--- config.mk ---
export PLATFORM = sky130hd
export DESIGN_NAME = b08_match_scheduler
export DESIGN_NICKNAME = d
export VERILOG_FILES = /design/src/rtl/b08_match_scheduler.sv
export SDC_FILE = /design/constraint.sdc
export NUM_CORES = 1
export LEC_CHECK = 0
export CAP_MARGIN = 5
export CORE_ASPECT_RATIO = 0.7
export CORE_UTILIZATION = 46
export DETAILED_ROUTE_END_ITERATION = 10
export PLACE_DENSITY = 0.91
export SLEW_MARGIN = 20
export SYNTH_ARGS = -nofsm -noshare
export SYNTH_HDL_FRONTEND = slang
export SYNTH_SLANG_ARGS = --single-unit
--- constraint.sdc ---
create_clock -name clock -period 2.7 [get_ports clock]
set_input_delay 0.54 -clock clock [delete_from_list [all_inputs] [get_ports clock]]
set_output_delay 0.54 -clock clock [all_outputs]
set_load 0.02 [all_outputs]
--- src/rtl/b08_match_scheduler.sv ---
// b08_match_scheduler: round-robin time-sharing of one b08 match core.
// Grants a requester word, runs the core, returns the tagged 4-bit result.
module b08_match_scheduler #(
  parameter int NREQ      = 4,
  parameter int ID_W      = 2,
  parameter int CORE_LAT  = 12,
  parameter int START_LEN = 2
) (
  input  logic              clock,
  input  logic              reset_n,
  input  logic [NREQ-1:0]   req_valid,
  input  logic [8*NREQ-1:0] req_data,
  output logic [NREQ-1:0]   req_ready,
  output logic              core_start,
  output logic [7:0]        core_in,
  input  logic [3:0]        core_out,
  output logic              rsp_valid,
  output logic [ID_W-1:0]   rsp_id,
  output logic [3:0]        rsp_data,
  input  logic              rsp_ready,
  output logic              busy
);

  localparam int CW = $clog2(CORE_LAT + 1);
  localparam logic [ID_W:0] NR = (ID_W+1)'(NREQ);

  typedef enum logic [2:0] {
    S_IDLE,
    S_START,
    S_WAIT,
    S_CAPT,
    S_RESP
  } state_t;

  state_t          state;
  logic [ID_W-1:0] rr_ptr;
  logic [ID_W-1:0] cur_id;
  logic [ID_W-1:0] gnt_id;
  logic [ID_W-1:0] nxt_ptr;
  logic [ID_W:0]   sum;
  logic [ID_W:0]   inc;
  logic [CW-1:0]   cnt;
  logic            gnt_any;

  // Round-robin search: first valid requester at or after rr_ptr.
  always_comb begin
    gnt_any = 1'b0;
    gnt_id  = '0;
    sum     = '0;
    for (int k = 0; k < NREQ; k++) begin
      sum = {1'b0, rr_ptr} + (ID_W+1)'(k);
      if (sum >= NR) sum = sum - NR;
      if (!gnt_any && req_valid[sum[ID_W-1:0]]) begin
        gnt_any = 1'b1;
        gnt_id  = sum[ID_W-1:0];
      end
    end
  end

  // Pointer moves just past the winner, wrapping at NREQ.
  always_comb begin
    inc = {1'b0, gnt_id} + (ID_W+1)'(1);
    if (inc >= NR) inc = '0;
    nxt_ptr = inc[ID_W-1:0];
  end

  // Accept is only offered from IDLE and never while held in reset.
  assign req_ready = (state == S_IDLE && gnt_any && reset_n)
                   ? (NREQ'(1) << gnt_id) : '0;

  assign busy = (state != S_IDLE);

  // Job sequencer: grant, START pulse, latency wait, capture, respond.
  always_ff @(posedge clock or negedge reset_n) begin
    if (!reset_n) begin
      state      <= S_IDLE;
      rr_ptr     <= '0;
      cur_id     <= '0;
      cnt        <= '0;
      core_start <= 1'b0;
      core_in    <= '0;
      rsp_valid  <= 1'b0;
      rsp_id     <= '0;
      rsp_data   <= '0;
    end else begin
      unique case (state)
        S_IDLE: begin
          if (gnt_any) begin
            core_in    <= req_data[8*gnt_id +: 8];
            cur_id     <= gnt_id;
            rr_ptr     <= nxt_ptr;
            cnt        <= '0;
            core_start <= 1'b1;
            state      <= S_START;
          end
        end
        S_START: begin
          cnt <= cnt + CW'(1);
          if (cnt == CW'(START_LEN - 1)) begin
            core_start <= 1'b0;
            state      <= S_WAIT;
          end
        end
        S_WAIT: begin
          cnt <= cnt + CW'(1);
          if (cnt == CW'(CORE_LAT - 1)) state <= S_CAPT;
        end
        S_CAPT: begin
          rsp_data  <= core_out;
          rsp_id    <= cur_id;
          rsp_valid <= 1'b1;
          state     <= S_RESP;
        end
        S_RESP: begin
          if (rsp_ready) begin
            rsp_valid <= 1'b0;
            state     <= S_IDLE;
          end
        end
        default: state <= S_IDLE;
      endcase
    end
  end

endmodule

; Word-level counts from Yosys, hierarchy flattened
; Cells that the tools add are included.
[word_totals]
wordCells = 92
output_inout_bits = 21
inputBits = 43
register_bits = 27
[classes]
n_eq_ne = 10
n_mux = 34
reduce_logical = 19
n_lt_le_gt_ge = 9
shift = 2
n_addsub = 9
[op_table]
columns = operator, n
row1 = variable part select 32 x 6 -> 8 bit, 1
row2 = two-way mux 2 bit, 9
row3 = case mux 3 bit (5 select lines), 1
row4 = greater-or-equal comparator 3 bit (second input constant), 4
row5 = less-than comparator 2 x 3 -> 1 bit (second input constant), 4
row6 = two-way mux 3 bit, 4
row7 = two-way mux 1 bit, 11
row8 = binary-select mux 1 bit (select 2 bit), 4
row9 = two-way mux 4 bit, 2
row10 = != test 2 bit (second input constant), 4
row11 = case mux 4 bit (2 select lines), 1
row12 = subtractor 2 x 1 -> 2 bit (second input constant), 4
row13 = adder 2 x 1 -> 3 bit (second input constant), 2
row14 = adder 2 x 2 -> 3 bit (second input constant), 2
row15 = equality test 3 x 2 -> 1 bit (second input constant), 2
row16 = AND reduction 2 bit, 3
row17 = nonzero test 2 bit, 3
row18 = logical AND 1 bit, 5
row19 = adder 4 x 1 -> 4 bit (second input constant), 1
row20 = equality test 4 x 1 -> 1 bit (second input constant), 1
row21 = equality test 4 bit (second input constant), 1
row22 = case mux 1 bit (2 select lines), 2
row23 = AND reduction 4 bit, 1
row24 = left shift 1 x 2 -> 4 bit (first input constant), 1
row25 = 8 further kinds, 10

; Logic depth before layout (Yosys ltp)
; Gate-level depths: netlist of the first run.
[depth]
word_depth = 17
mapped_depth = 8
mapped_depth_nobuf = 7

; Worst setup path before layout of the first run
; OpenSTA, ideal clock, no wires.
[synth_path]
kind = input-to-output
startpoint = input port req_valid[1]
endpoint = output port req_ready[0]
path_slack_ns = 0.385
t_arrival_ns = 1.775
required_ns = 2.160
path_stages = 5
path_buffers = 1
cell_sequence = mux2_1 -> o221ai_2 -> buf_4 -> inv_1 -> nor3_1
[synth_via]
elab_chain_cells = 15
word_cells_on_any_way = 26
classes_between = shift: 1 / mux: 17 / reduce/logical: 8
[synth_rtl]
columns = item, line_no
row1 = "start, declared", 11  ; input logic [NREQ-1:0] req_valid,
row2 = binary-select mux 1 bit (select 2 bit), 53  ; if (!gnt_any && req_valid[sum[ID_W-1:0]]) begin
row3 = two-way mux 1 bit (not written as such), 53
row4 = two-way mux 1 bit, 53
row5 = logical NOT 1 bit, 53
row6 = logical AND 1 bit, 53
row7 = two-way mux 1 bit, 53
row8 = logical NOT 1 bit, 53
row9 = logical AND 1 bit, 53
row10 = two-way mux 1 bit, 53
row11 = logical NOT 1 bit, 53
row12 = logical AND 1 bit, 53
row13 = two-way mux 1 bit, 53
row14 = logical AND 1 bit (2 in series), 68  ; assign req_ready = (state == S_IDLE && gnt_any && reset_n)
row15 = two-way mux 4 bit (*), 69  ; ? (NREQ'(1) << gnt_id) : '0;
row16 = "end, declared", 13  ; output logic [NREQ-1:0] req_ready,
; Mark *: on every way between the ends. The rest lies on a longest branch, timed or not. The select of a mux whose other input is x is not followed.

; Final worst setup path of the first run
[layout_path]
startpoint = input port req_valid[2]
endpoint = output port req_ready[2]
; Same word-level chain as after synthesis.

==> out/qor.yml, run 1 <==
ctsHoldBuffers: 0
worstPathRequired_ns: 2.16
combPwrFrac: 0.604
io_pins: 64
hpwl_mm: 3.08
detail-route-antenna-nets: 0
nets: 272
wl_mm: 4.00
clk_pin_slew_ns: 0.08
vias_per_cell: 5.41
dieArea_sq_um: 3640
crit_buf_inv: 4
initial_core_util: 0.489
p_int_uw: 1430
crit_slowest_cell: "clkdlybuf4s50_1"
grtUsageTotal: 0.232
busiest_layer: "met2"
yosysTopAreaCell: "dfrtp_1"
hold_violations: 0
critPathKind: "input port to output port"
grtUsageMet3: 0.0341
cts_buffers: 3
finalMaxSlewViolations: 0
grtUsageMet1: 0.322
placed_cell_area_sq_um: 2280
synth_most_common_cell: "dfrtp_1"
route.detailed.drc: 0
drt_pre_antenna_iters: 4
synthTopCellsByCount: "dfrtp_1, nor3_1, mux2i_1"
synth_edf_count: 0
finalInstanceArea_sq_um: 2340
utilization: 0.733
max_cap_viol_count: 0
relSlewSlack: 0.740
root_buffer: "clkbuf_8"
p_sw_uw: 984
cp_cell_sequence: "clkdlybuf4s50_1 > inv_1 > a21oi_1 > o22ai_2 > inv_2 > ha_1 > and3_1 > clkdlybuf4s15_1"
antenna_found_initial: 0
clk_latency_ns: 0.27
grt_pass1_vias: 1378
yosys-top-cells-area: "dfrtp_1, mux2i_1, nor3_1"
syn_nets: 198
wl_per_cell_microns: 15.3
grt_pass1_wl_mm: 6.42
rsz0062_at_grt: "false"
crit_path_max_incr_delay_ns: 0.48
synth_ff_type: "dfrtp_1"
place_ws_ns: -0.392
portBuffers: 63
max-clock-path-buffers: 2
cts.sink_count: 27
place_congestion: 0.783
hp-class: "flip-flop to flip-flop"
endpoint_kind: "output port"
synth-async-reset-ratio: 1.00
synth_cells: 151
synth_cell_type_count: 34
ys_seq_area_frac: 0.433
worst_slack_ns: 0.0966
drtIter0Drc: 73
cts-htree-levels: 1
core_area_sq_um: 3190
power.share.sequential: 0.301
rows: 17
synth-warning-count: 0
p_leak_uw: 0.00110
netlist_area_sq_um: 1560
tightest_slew_ns: 0.388
cts_tree: "yes"
synth.top_cell.area_share: 0.433
die_width_microns: 71.6
avgSynthCellArea_sq_um: 10.3
cp.arrival_ns: 2.06
post_cts_buffers: 0
switching_share: 0.408
diodes: 0
setup_viol: 0
fin_crit_ns: 2.60
crit_family: "buffers and inverters"
overflow: 0
max_freq_mhz: 384
use_met2: 0.371
startpoint_type: "input port"
areaGrowthSynthToFinish_pct: 49.8
die_y_microns: 50.7
ir_worst_vdd_mv: 0.632
ys_ff_latch: 27
critPathMaxFanout: 5
power.share.clock: 0.095
finClkSkew_ns: 0.00839
grt_max_degree: 31
status: "complete, no violations"
vias: 1418
powerDensity_nw_per_um2: 1030
fin_crit_sh: 0.964
drive_above_1_share: 0.156
placed cells by master (no fill, tap or decap), drive strengths merged:
master	count
nor3b	1
dlygate4sd2	4
nand2b	3
a41oi	1
or2	1
a211o	8
clkdlybuf4s50	57
nand4	1
mux2	8
ha	4
and3	2
o21ai	1
a21boi	1
mux2i	16
nor4	1
o221ai	1
a21o	2
a21oi	8
xor2	1
buf	15
or3	1
nand3b	2
nand2	11
clkbuf	4
or3b	1
nor2	10
xnor2	1
o22ai	1
dfrtp	27
nor3	19
inv	7
a22o	1
o22a	1
clkdlybuf4s15	2
state kept, by name, indices dropped and copies added, names as in the netlist:
register and flops:
cnt 4, core_in 8, core_start 1, cur_id 2, rr_ptr 2, rsp_data 4
rsp_id 2, rsp_valid 1, state 3
worst reg2reg max path, cell delays in order (launching register included):
cell and delay (ns):
dfrtp_1 0.48, mux2_4 0.34, o221ai_4 0.25, buf_4 0.16, buf_4 0.21, mux2i_1 0.22, nor3_1 0.07, a211o_1 0.28
power by group through the flow:
stage | Sequential (uW) | Clock (uW) | Combinational [uW]
after floorplan | 846 | 0 | 815
after global placement | 720 | 0 | 1400
after detailed placement | 730 | 0 | 1430
after CTS | 728 | 236 | 1460
after global routing | 751 | 254 | 1570
final | 727 | 229 | 1460
cell families after synthesis:
logic type,synth area share
compound gates,0.123
mux,0.160
simple gates,0.176
flops,0.433
xor+xnor,0.0112
fa+ha+maj,0.0321
buf+inv,0.0649
repair_timing:
| item | CTS | global route |
|---|---|---|
| endpoints found under the hold margin | 0 | 0 |
| pin swaps | 1 | 0 |
| gates resized for setup | 13 | 2 |
| setup endpoints to repair | 4 | 3 |
path summary, 6_finish.rpt:
kind | endpoint | start | depth (start not counted) | slack [ns]
setup / recovery | req_ready[2] | req_valid[2] | 8 | 0.1
hold / removal | core_in[7]$_DFFE_PN0P_ | core_in[7]$_DFFE_PN0P_ | 1 | 0.49
setup reg to reg | core_in[6]$_DFFE_PN0P_ | rr_ptr[1]$_DFFE_PN0P_ | 7 | 0.57
hold reg to reg | core_in[7]$_DFFE_PN0P_ | core_in[7]$_DFFE_PN0P_ | 1 | 0.49
max in group asynchronous | cnt[0]$_DFFE_PN0P_ | reset_n | 2 | 1.79
min in group asynchronous | core_in[0]$_DFFE_PN0P_ | reset_n | 2 | 0.68
per-layer routing:
metal	part of all wire	up-vias	wire length, microns
li1	-	687	-
met1	0.46	675	1820
met2	0.48	45	1920
met3	0.038	11	153
met4	0.026	0	105
met5	0	-	0
area by class of cell:
cell class | instances | area, sq um
Tap cell | 38 | 47.5
Clock buffer | 4 | 45.0
Timing Repair Buffer | 78 | 739
Fill cell | 241 | 852
Multi-Input combinational cell | 108 | 805
Inverter | 7 | 26.3
Sequential cell | 27 | 676
metrics by stage:
step                std cells  TNS, ns  hold WS, ns  total power (uW)
finish                    262        0        0.491              2410
global route              262        0        0.512              2580
CTS                       262        0        0.496              2420
detailed placement        258    -1.48        0.476              2160
global placement          258    -1.26        0.465              2120
floorplan                 151        0        0.244              1660
Note: power is estimated with default switching activity, not from simulation.
==> run 2: changes to the inputs <==
--- a/config.mk
+++ b/config.mk
@@ -7,9 +7,10 @@
 export LEC_CHECK = 0
 export CAP_MARGIN = 5
 export CORE_ASPECT_RATIO = 0.7
-export CORE_UTILIZATION = 46
+export CORE_UTILIZATION = 56
 export DETAILED_ROUTE_END_ITERATION = 10
-export PLACE_DENSITY = 0.91
+export DONT_BUFFER_PORTS = 1
+export PLACE_DENSITY = 0.77
 export SLEW_MARGIN = 20
 export SYNTH_ARGS = -nofsm -noshare
 export SYNTH_HDL_FRONTEND = slang
==> run 2 against run 1 <==
Highest routed layer unchanged. Combinational power decreased by 42%. Hold slack got worse by 0.41 ns. Clock-buffer cell count is the same. Core utilization is 9.3 points lower. Largest cell class unchanged. Final cell count fell by 29%.
==> out/qor.yml, run 2 (synthesis results as in run 1) <==
nFillCells: 227
post_cts_buffers: 0
fin_crit_sh: 0.933
final_cell_mix: "dfrtp_1, nor3_1, mux2i_1"
die_y_microns: 46.2
crit_family: "compound AO/OA/AOI/OAI gates"
route.detailed.drc: 0
top_register: "core_in"
critPathKind: "flip-flop to output port"
dieArea_sq_um: 3010
use_met2: 0.354
wl_per_cell_microns: 17.0
drt_pre_antenna_iters: 4
die_width_microns: 65.1
grt_pass1_vias: 1033
placedCellCount: 180
worst_slack_ns: 0.180
status: "complete, no violations"
grt_max_degree: 31
busiest_layer: "met2"
largest_reg_flops: 8
ir_worst_vdd_mv: 0.811
hp-class: "input port to asynchronous set/reset pin"
antenna_found_initial: 0
utilization: 0.640
overflow: 0
crit_path_max_incr_delay_ns: 0.47
finalMaxSlewViolations: 0
powerDensity_nw_per_um2: 1220
clk_pin_slew_ns: 0.09
initial_core_util: 0.612
max_cap_viol_count: 0
vias_per_cell: 6.30
drive_above_1_share: 0.146
endpoint_kind: "output port"
critPathMaxFanout: 12
grtUsageTotal: 0.212
fin_crit_ns: 2.52
drtIter0Drc: 31
rows: 15
layout_commonest_cell: "dfrtp_1"
root_buffer: "clkbuf_8"
grtUsageMet3: 0.0792
worstPathRequired_ns: 2.16
cts.sink_count: 27
nets: 199
core_area_sq_um: 2550
rsz0062_at_grt: "false"
setup_viol: 0
hpwl_mm: 2.29
finClkSkew_ns: 0.00719
cp_cell_sequence: "a21o_1 > a21oi_1 > o22ai_4 > inv_2 > ha_1 > and3_1"
grt_pass1_wl_mm: 4.61
diodes: 0
crit_slowest_cell: "dfrtp_1"
crit_buf_inv: 1
detail-route-antenna-nets: 0
place_ws_ns: 0.401
instances_no_fill: 185
cts_buffers: 3
max-clock-path-buffers: 2
clk_latency_ns: 0.27
grtUsageMet1: 0.254
place_congestion: 0.752
wl_mm: 3.15
startpoint_type: "flip-flop"
reg.largest.list: "core_in x8, cnt x4, rsp_data x4"
max_freq_mhz: 397
cts_tree: "yes"
portBuffers: 0
tightest_slew_ns: 0.531
tns_ns: 0
p_leak_uw: 0.000792
areaGrowthSynthToFinish_pct: 4.65
vias: 1165
io_pins: 64
relSlewSlack: 0.643
hold_violations: 0
cp.arrival_ns: 1.98
cts-htree-levels: 1
-- run 2: changes by cell type in the layout (fill, tap and decap cells not counted), sizes merged --
| cell | delta |
|---|---|
| buf | -10 |
| clkdlybuf4s15 | -2 |
| clkdlybuf4s50 | -57 |
| dlygate4sd2 | -4 |
-- run 2: final cells by class --
type | count | area (sq um) | area share
inverters | 7 | 26.3 | 0.0161
well taps | 34 | 42.5 | 0.0260
multi-input cells | 108 | 795 | 0.486
flip-flops and latches | 27 | 676 | 0.413
clock buffers | 4 | 45.0 | 0.0276
repair buffers | 5 | 50.0 | 0.0306
-- run 2: path summary, 6_finish.rpt --
check	endpoint	start	cells past startpoint	slack (ns)
worst max-delay path	req_ready[3]	rr_ptr[1]$_DFFE_PN0P_	6	0.18
worst min-delay path	cur_id[0]$_DFFE_PN0P_	reset_n	1	0.08
worst max register to register	core_in[5]$_DFFE_PN0P_	rr_ptr[1]$_DFFE_PN0P_	6	0.58
worst min register to register	cur_id[1]$_DFFE_PN0P_	cur_id[1]$_DFFE_PN0P_	2	0.49
max in group asynchronous	core_in[5]$_DFFE_PN0P_	reset_n	1	2.47
min in group clock	rsp_data[3]$_DFFE_PN0P_	core_out[3]	1	0.42
-- run 2: metrics by stage --
stage	total power, uW	area (sq um)	hold slack, ns
2_1_floorplan	1660	1560	0.244
3_5_place_dp	1760	1560	0.245
3_3_place_gp	1710	1560	0.245
5_1_grt	2150	1630	0.0673
4_1_cts	2000	1620	0.0763
6_report	1990	1630	0.0759
-- run 2: routing by layer --
| metal | wire length [microns] | part of all wire |
|---|---|---|
| met1 | 1320 | 0.42 |
| met2 | 1540 | 0.49 |
| met3 | 252 | 0.080 |
| met4 | 49 | 0.016 |
| met5 | 0 | 0 |
-- run 2: timing repair --
| action | in CTS | in global routing |
|---|---|---|
| gates resized for setup | 0 | 2 |
| hold endpoints to repair | 27 | 0 |
| hold buffers | 1 | 0 |
| endpoints found under the setup margin | 0 | 3 |
-- run 2: where the power goes --
group	switching (uW)	internal, uW	leakage, uW	total [uW]
clock	120	106	0.0000228	226
sequential	322	596	0.000330	918
combinational	451	400	0.000440	851
